File: src/rtl/keypad_scanner_if.sv
// Keypad matrix pins plus the decoded-key outputs handed to the lock-entry FSM.
interface keypad_scanner_if;
  logic [3:0] rows;
  logic [3:0] cols;
  logic       newKey;
  logic [4:0] keyCode;
  logic       keyDown;

  modport master (input rows, output cols, output newKey, output keyCode, output keyDown);
  modport slave  (output rows, input cols, input newKey, input keyCode, input keyDown);
endinterface

File: src/rtl/keypad_scanner.sv
// 4x4 active-low keypad scan with 2-flop row sync and debounce; one newKey pulse per accepted press.
// Pulse is registered, one cycle after the DB_SCANS-th matching scan; no backpressure, every pulse must be taken.
module keypad_scanner #(
  parameter int SETTLE_CYC = 4,
  parameter int DB_SCANS   = 4
) (
  input  logic              clk5,
  input  logic              reset,
  keypad_scanner_if.master  kp
);

  localparam int SCW = (SETTLE_CYC > 1) ? $clog2(SETTLE_CYC) : 1;
  localparam int CNW = $clog2(DB_SCANS + 1);
  localparam logic [SCW-1:0] SET_LAST = SCW'(SETTLE_CYC - 1);
  localparam logic [CNW-1:0] CNT_ONE  = CNW'(1);
  localparam logic [CNW-1:0] CNT_DONE = CNW'(DB_SCANS);

  typedef enum logic [1:0] {S_IDLE, S_DEBOUNCE, S_PRESSED, S_RELEASE} state_t;

  logic [3:0]     sync1_q, sync1_d, sync2_q, sync2_d;
  logic [SCW-1:0] set_cnt_q, set_cnt_d;
  logic [1:0]     col_q, col_d;
  logic [15:0]    samp_q, samp_d;
  state_t         state_q, state_d;
  logic [CNW-1:0] cnt_q, cnt_d;
  logic [3:0]     cand_q, cand_d;
  logic           new_key_q, new_key_d;
  logic [4:0]     key_code_q, key_code_d;

  logic           last_cyc, scan_done, accept;
  logic [4:0]     low_cnt;
  logic [3:0]     key_idx;
  logic           is_none, is_one;

  // Sample index is col*4 + row.
  function automatic logic [4:0] code_of(input logic [3:0] idx);
    case (idx)
      4'd0:  code_of = 5'b10001; // 1
      4'd1:  code_of = 5'b10100; // 4
      4'd2:  code_of = 5'b10111; // 7
      4'd3:  code_of = 5'b11110; // * (ENTER)
      4'd4:  code_of = 5'b10010; // 2
      4'd5:  code_of = 5'b10101; // 5
      4'd6:  code_of = 5'b11000; // 8
      4'd7:  code_of = 5'b10000; // 0
      4'd8:  code_of = 5'b10011; // 3
      4'd9:  code_of = 5'b10110; // 6
      4'd10: code_of = 5'b11001; // 9
      4'd11: code_of = 5'b11111; // #
      4'd12: code_of = 5'b11010; // A
      4'd13: code_of = 5'b11011; // B
      4'd14: code_of = 5'b11100; // C (CLEAR)
      default: code_of = 5'b11101; // D
    endcase
  endfunction

  always_comb begin
    sync1_d   = kp.rows;
    sync2_d   = sync1_q;
    last_cyc  = (set_cnt_q == SET_LAST);
    scan_done = last_cyc && (col_q == 2'd3);
    set_cnt_d = last_cyc ? '0 : set_cnt_q + SCW'(1);
    col_d     = last_cyc ? col_q + 2'd1 : col_q;
    samp_d    = samp_q;
    if (last_cyc) begin
      case (col_q)
        2'd0:    samp_d[3:0]   = ~sync2_q;
        2'd1:    samp_d[7:4]   = ~sync2_q;
        2'd2:    samp_d[11:8]  = ~sync2_q;
        default: samp_d[15:12] = ~sync2_q;
      endcase
    end
  end

  // Classification reads samp_d so column 3's sample taken this cycle is included.
  always_comb begin
    low_cnt = '0;
    key_idx = '0;
    for (int i = 0; i < 16; i++) begin
      if (samp_d[i]) begin
        low_cnt = low_cnt + 5'd1;
        key_idx = 4'(i);
      end
    end
    is_none = (low_cnt == 5'd0);
    is_one  = (low_cnt == 5'd1);
  end

  always_comb begin
    state_d    = state_q;
    cnt_d      = cnt_q;
    cand_d     = cand_q;
    accept     = 1'b0;
    if (scan_done) begin
      case (state_q)
        S_IDLE: begin
          if (is_one) begin
            cand_d = key_idx;
            cnt_d  = CNT_ONE;
            if (CNT_ONE == CNT_DONE) begin
              accept  = 1'b1;
              state_d = S_PRESSED;
            end else begin
              state_d = S_DEBOUNCE;
            end
          end
        end
        S_DEBOUNCE: begin
          if (is_one && (key_idx == cand_q)) begin
            cnt_d = cnt_q + CNT_ONE;
            if (cnt_d == CNT_DONE) begin
              accept  = 1'b1;
              state_d = S_PRESSED;
            end
          end else if (is_one) begin
            cand_d = key_idx;
            cnt_d  = CNT_ONE;
          end else begin
            state_d = S_IDLE;
          end
        end
        S_PRESSED: begin
          if (is_none) begin
            cnt_d   = CNT_ONE;
            state_d = (CNT_ONE == CNT_DONE) ? S_IDLE : S_RELEASE;
          end
        end
        default: begin
          if (is_none) begin
            cnt_d = cnt_q + CNT_ONE;
            if (cnt_d == CNT_DONE) state_d = S_IDLE;
          end else begin
            state_d = S_PRESSED;
          end
        end
      endcase
    end
    new_key_d  = accept;
    key_code_d = accept ? code_of(cand_d) : key_code_q;
  end

  always_ff @(posedge clk5) begin
    if (reset) begin
      sync1_q    <= 4'hF;
      sync2_q    <= 4'hF;
      set_cnt_q  <= '0;
      col_q      <= 2'd0;
      samp_q     <= '0;
      state_q    <= S_IDLE;
      cnt_q      <= '0;
      cand_q     <= '0;
      new_key_q  <= 1'b0;
      key_code_q <= 5'b00000;
    end else begin
      sync1_q    <= sync1_d;
      sync2_q    <= sync2_d;
      set_cnt_q  <= set_cnt_d;
      col_q      <= col_d;
      samp_q     <= samp_d;
      state_q    <= state_d;
      cnt_q      <= cnt_d;
      cand_q     <= cand_d;
      new_key_q  <= new_key_d;
      key_code_q <= key_code_d;
    end
  end

  assign kp.cols    = ~(4'b0001 << col_q);
  assign kp.newKey  = new_key_q;
  assign kp.keyCode = key_code_q;
  assign kp.keyDown = (state_q == S_PRESSED) || (state_q == S_RELEASE);

endmodule

File: src/flat_wrapper.sv
// flat-port wrapper written by rule: the top's interface ports become plain ports
module keypad_scanner_flat 
#(
  parameter int SETTLE_CYC = 4,
  parameter int DB_SCANS   = 4
)
  (clk5, reset, kp_rows, kp_cols, kp_newKey, kp_keyCode, kp_keyDown);
  keypad_scanner_if kp_i ();
  input  logic clk5;
  input  logic reset;
  input wire logic [$bits(kp_i.rows)-1:0] kp_rows;
  output wire logic [$bits(kp_i.cols)-1:0] kp_cols;
  output wire logic [$bits(kp_i.newKey)-1:0] kp_newKey;
  output wire logic [$bits(kp_i.keyCode)-1:0] kp_keyCode;
  output wire logic [$bits(kp_i.keyDown)-1:0] kp_keyDown;
  assign kp_i.rows = kp_rows;
  assign kp_cols = kp_i.cols;
  assign kp_newKey = kp_i.newKey;
  assign kp_keyCode = kp_i.keyCode;
  assign kp_keyDown = kp_i.keyDown;
  keypad_scanner #(.SETTLE_CYC(SETTLE_CYC), .DB_SCANS(DB_SCANS)) u_core (.clk5(clk5), .reset(reset), .kp(kp_i));
endmodule
File: config.mk
export PLATFORM = sky130hd
export DESIGN_NAME = keypad_scanner_flat
export DESIGN_NICKNAME = d
export VERILOG_FILES = /design/src/rtl/keypad_scanner_if.sv /design/src/rtl/keypad_scanner.sv /design/src/flat_wrapper.sv
export SDC_FILE = /design/constraint.sdc
export NUM_CORES = 1
export LEC_CHECK = 0
export CAP_MARGIN = 20
export CORE_MARGIN = 2
export CORE_UTILIZATION = 55
export DETAILED_ROUTE_END_ITERATION = 10
export PLACE_DENSITY = 0.73
export REMOVE_ABC_BUFFERS = 1
export SLEW_MARGIN = 20
export SYNTH_ARGS = -nofsm -noshare
export SYNTH_HDL_FRONTEND = slang
export SYNTH_SLANG_ARGS = --single-unit
File: constraint.sdc
create_clock -name clk5 -period 33.5 [get_ports clk5]
set_input_delay 6.7 -clock clk5 [delete_from_list [all_inputs] [get_ports clk5]]
set_output_delay 6.7 -clock clk5 [all_outputs]
set_load 0.005 [all_outputs]
==> metrics.txt <==
Reg2Reg Setup Slack=21.31 ns; Hold WS=0.414 ns; P_leak=1.74 nW; Clock Latency Late Sink=0.29 ns; share of cells above drive strength 1=11.2%; RSZ-0062 raised after global routing=no; critical path required time=33.67 ns; commonest non-fill, non-tap cell in the layout=nor2_1; sum of negative setup slack=0 ns; first-pass GRT wire length=13900 um; ANT nets after route=0; DP Worst Slack=21.45 ns; Switching Share=27.2%; max-cap violation count=0; initial antenna violation count=0; Util after Layout=59.5%; Worst Hold End=u_core.sync2_q[1]; hold buffer count at CTS=0; origin of the critical flop-to-flop path=u_core.col_q[0]; skew final=0.00556 ns; fillcell total=679; number of max-slew violations in the final report=0; placed cell area=4160 um2; total global routing overflow=0; total number of clock tree sinks=43; area taken by flip-flops and latches=861 um2; Port-buffer cells=16; nature of the critical path endpoint=register; TritonCTS clock tree=built; Worst Setup Path Type=register to register; CP Data Arrival Time=12.36 ns; H-tree levels=2; Worst R2R Path Depth=60; Final Non-Filler Cells=589; min Tclk post-route=12.19 ns; post-route setup slack=21.31 ns; Resize count post-CTS=0; vias in the first global route=3001; DRC=0; area of the multi-input gates=2920 um2; Finish-stage setup viols=0; Hold Crit Class=register to register; die area=7940 um2; sequential share of power=52.5%; Worst Setup SP=u_core.col_q[0]; row cnt=31; final WL=8420 um; Starting DRT DRC Count=203; Die Wd=89.1 um; worst path bufs/invs=6; Clk network pwr share=32.2%; Max clock buf depth=2; Worst-Margin Slew=0.664 ns; reg2reg end=u_core.kp.keyCode[0]; Slew headroom=55.3%; Slowest-stage cell, CP=and4_1; root buf cell=clkbuf_8; Core ar.=7140 um2; Post-synth ARST share=0%; most used cell, CP=ha_1; Internal=73.4 uW; post-synthesis sequential area ratio=21.6%; post-route cell area=4250 um2; syn avg cell area=8.18 um2; final-stage net count=517; status=complete, no violations; wire length per cell=14.3 um; ys flop type=dfxtp_1; Final HPWL DP=6540 um; P_sw=27.4 uW; area grow syn2layout=6.56%; area of the mapped netlist=3990 um2; GRT Util Overall=21.7%; Post-CTS Repair Setup Buffers=0; via/cell ratio=5.84; largest family of logic cells by synthesized area=simple AND/OR/NAND/NOR gates; Worst Hold Depth=1; startpoint types=register; clk slew on worst S/H paths=0.08 ns; Placer Congestion=0.971; Compound-Gate Fraction of Synth Area=21.1%; via count=3437; most frequent cells in the layout=nor2_1, dfxtp_1, a21oi_1; yosys warns=0; Pwr per Cell Area=23.7 nW/um2; Synth Area in Adders=6.91%; Num CTS Buffers=5; Inserted Diodes=0; post-synthesis xor/xnor area fraction=15.9%; Post-synth EDFFs=0; I/O pins=17; CP max FO=9; drt pass-1 iters=5; post-synthesis simple-gate area fraction=24.1%; largest net degree at the start of global routing=39; Initial Utilization=55.8%; peak supply drop=33.4 uV; Die Y=89.1 um; multiplexer area fraction after synthesis=5.12%; #FFs+latches synth=43; Placed Cells incl. Taps=581; number of library cell types mapped by synthesis=80; combinational fraction of design power=15.3%; period utilization=36.4%; Top delay family on crit path=adder cells; fmax=0.0820 GHz; Post-Synthesis Cells=487; Crit path largest cell delay=0.53 ns; HP Start=u_core.sync1_q[1]; total power=101 uW; Hold Fails Final Rpt=0
## layout make-up
cell class / instances / area share [%]
multi-input combinational: 399 / 68.7
timing repair buffer: 18 / 4.12
sequential: 43 / 20.3
tap: 99 / 2.92
clock inverter: 3 / 0.471
inverter: 22 / 1.94
clock buffer: 5 / 1.62
## worst reg2reg max path, delay by kind of cell (launching register included)
kind	cells	cell delay [ns]
compound gates	14	2.40
xor+xnor	1	0.42
fa+ha+maj	15	4.27
buf+inv	6	0.53
flops	1	0.43
mux	3	0.75
simple gates	21	3.26
## worst max-delay path by stage
stage	endpoint	slack, ns	depth (start not counted)
after global placement	u_core.kp.keyCode[0]	21.82	60
final	u_core.kp.keyCode[0]	21.31	60
after detailed placement	u_core.kp.keyCode[0]	21.45	60
after floorplan	u_core.kp.keyCode[0]	22.48	59
after global routing	u_core.kp.keyCode[0]	20.30	60
after CTS	u_core.kp.keyCode[0]	21.39	60
## logic make-up (layout without fill, tap and decap cells)
logic type      after synthesis  in the layout
fa+ha+maj                    22             22
xor+xnor                     51             51
simple gates                184            184
mux                          19             19
buf+inv                      45             48
flops                        43             43
compound gates              123            123
## flip-flops by register name, indices dropped and copies added (netlist names)
register,cells
u_core.cnt_q,3
u_core.set_cnt_q,2
u_core.kp.keyCode,5
u_core.sync1_q,4
u_core.state_q,2
u_core.col_q,2
u_core.cand_q,4
u_core.samp_q,16
u_core.kp.newKey,1
u_core.sync2_q,4
## synth_stat cells, drive strengths merged (10+ instances only)
library cell   n  area share (%)
and2          12             1.9
xnor2         43              12
o21ai         19             2.4
a21oi         39             4.9
nand3         10             1.4
ha            22             6.9
nor2          59             5.8
mux2i         14             3.5
nand2         37             3.5
buf           11             2.0
clkbuf        12             1.1
dfxtp         43              22
or2           15             2.4
inv           22             2.1
## metal layers
layer / part of all wire, % / vias to the layer above / GRT usage, % / wire length (um)
met5: 0 / - / 0 / 0
met4: 0.50 / 0 / 3.39 / 42
met3: 4.6 / 6 / 3.05 / 386
met2: 47 / 79 / 34.8 / 3950
met1: 48 / 1607 / 31.7 / 4040
li1: - / 1745 / - / -
## power groups by stage
stage	clock network (mW)	logic, mW	registers [mW]
4_1_cts	0.0332	0.0155	0.0529
2_1_floorplan	0	0.0112	0.0538
3_3_place_gp	0	0.0149	0.0541
5_1_grt	0.0350	0.0173	0.0531
3_5_place_dp	0	0.0154	0.0541
6_report	0.0324	0.0154	0.0529
Power figures use the tool's default switching activity.
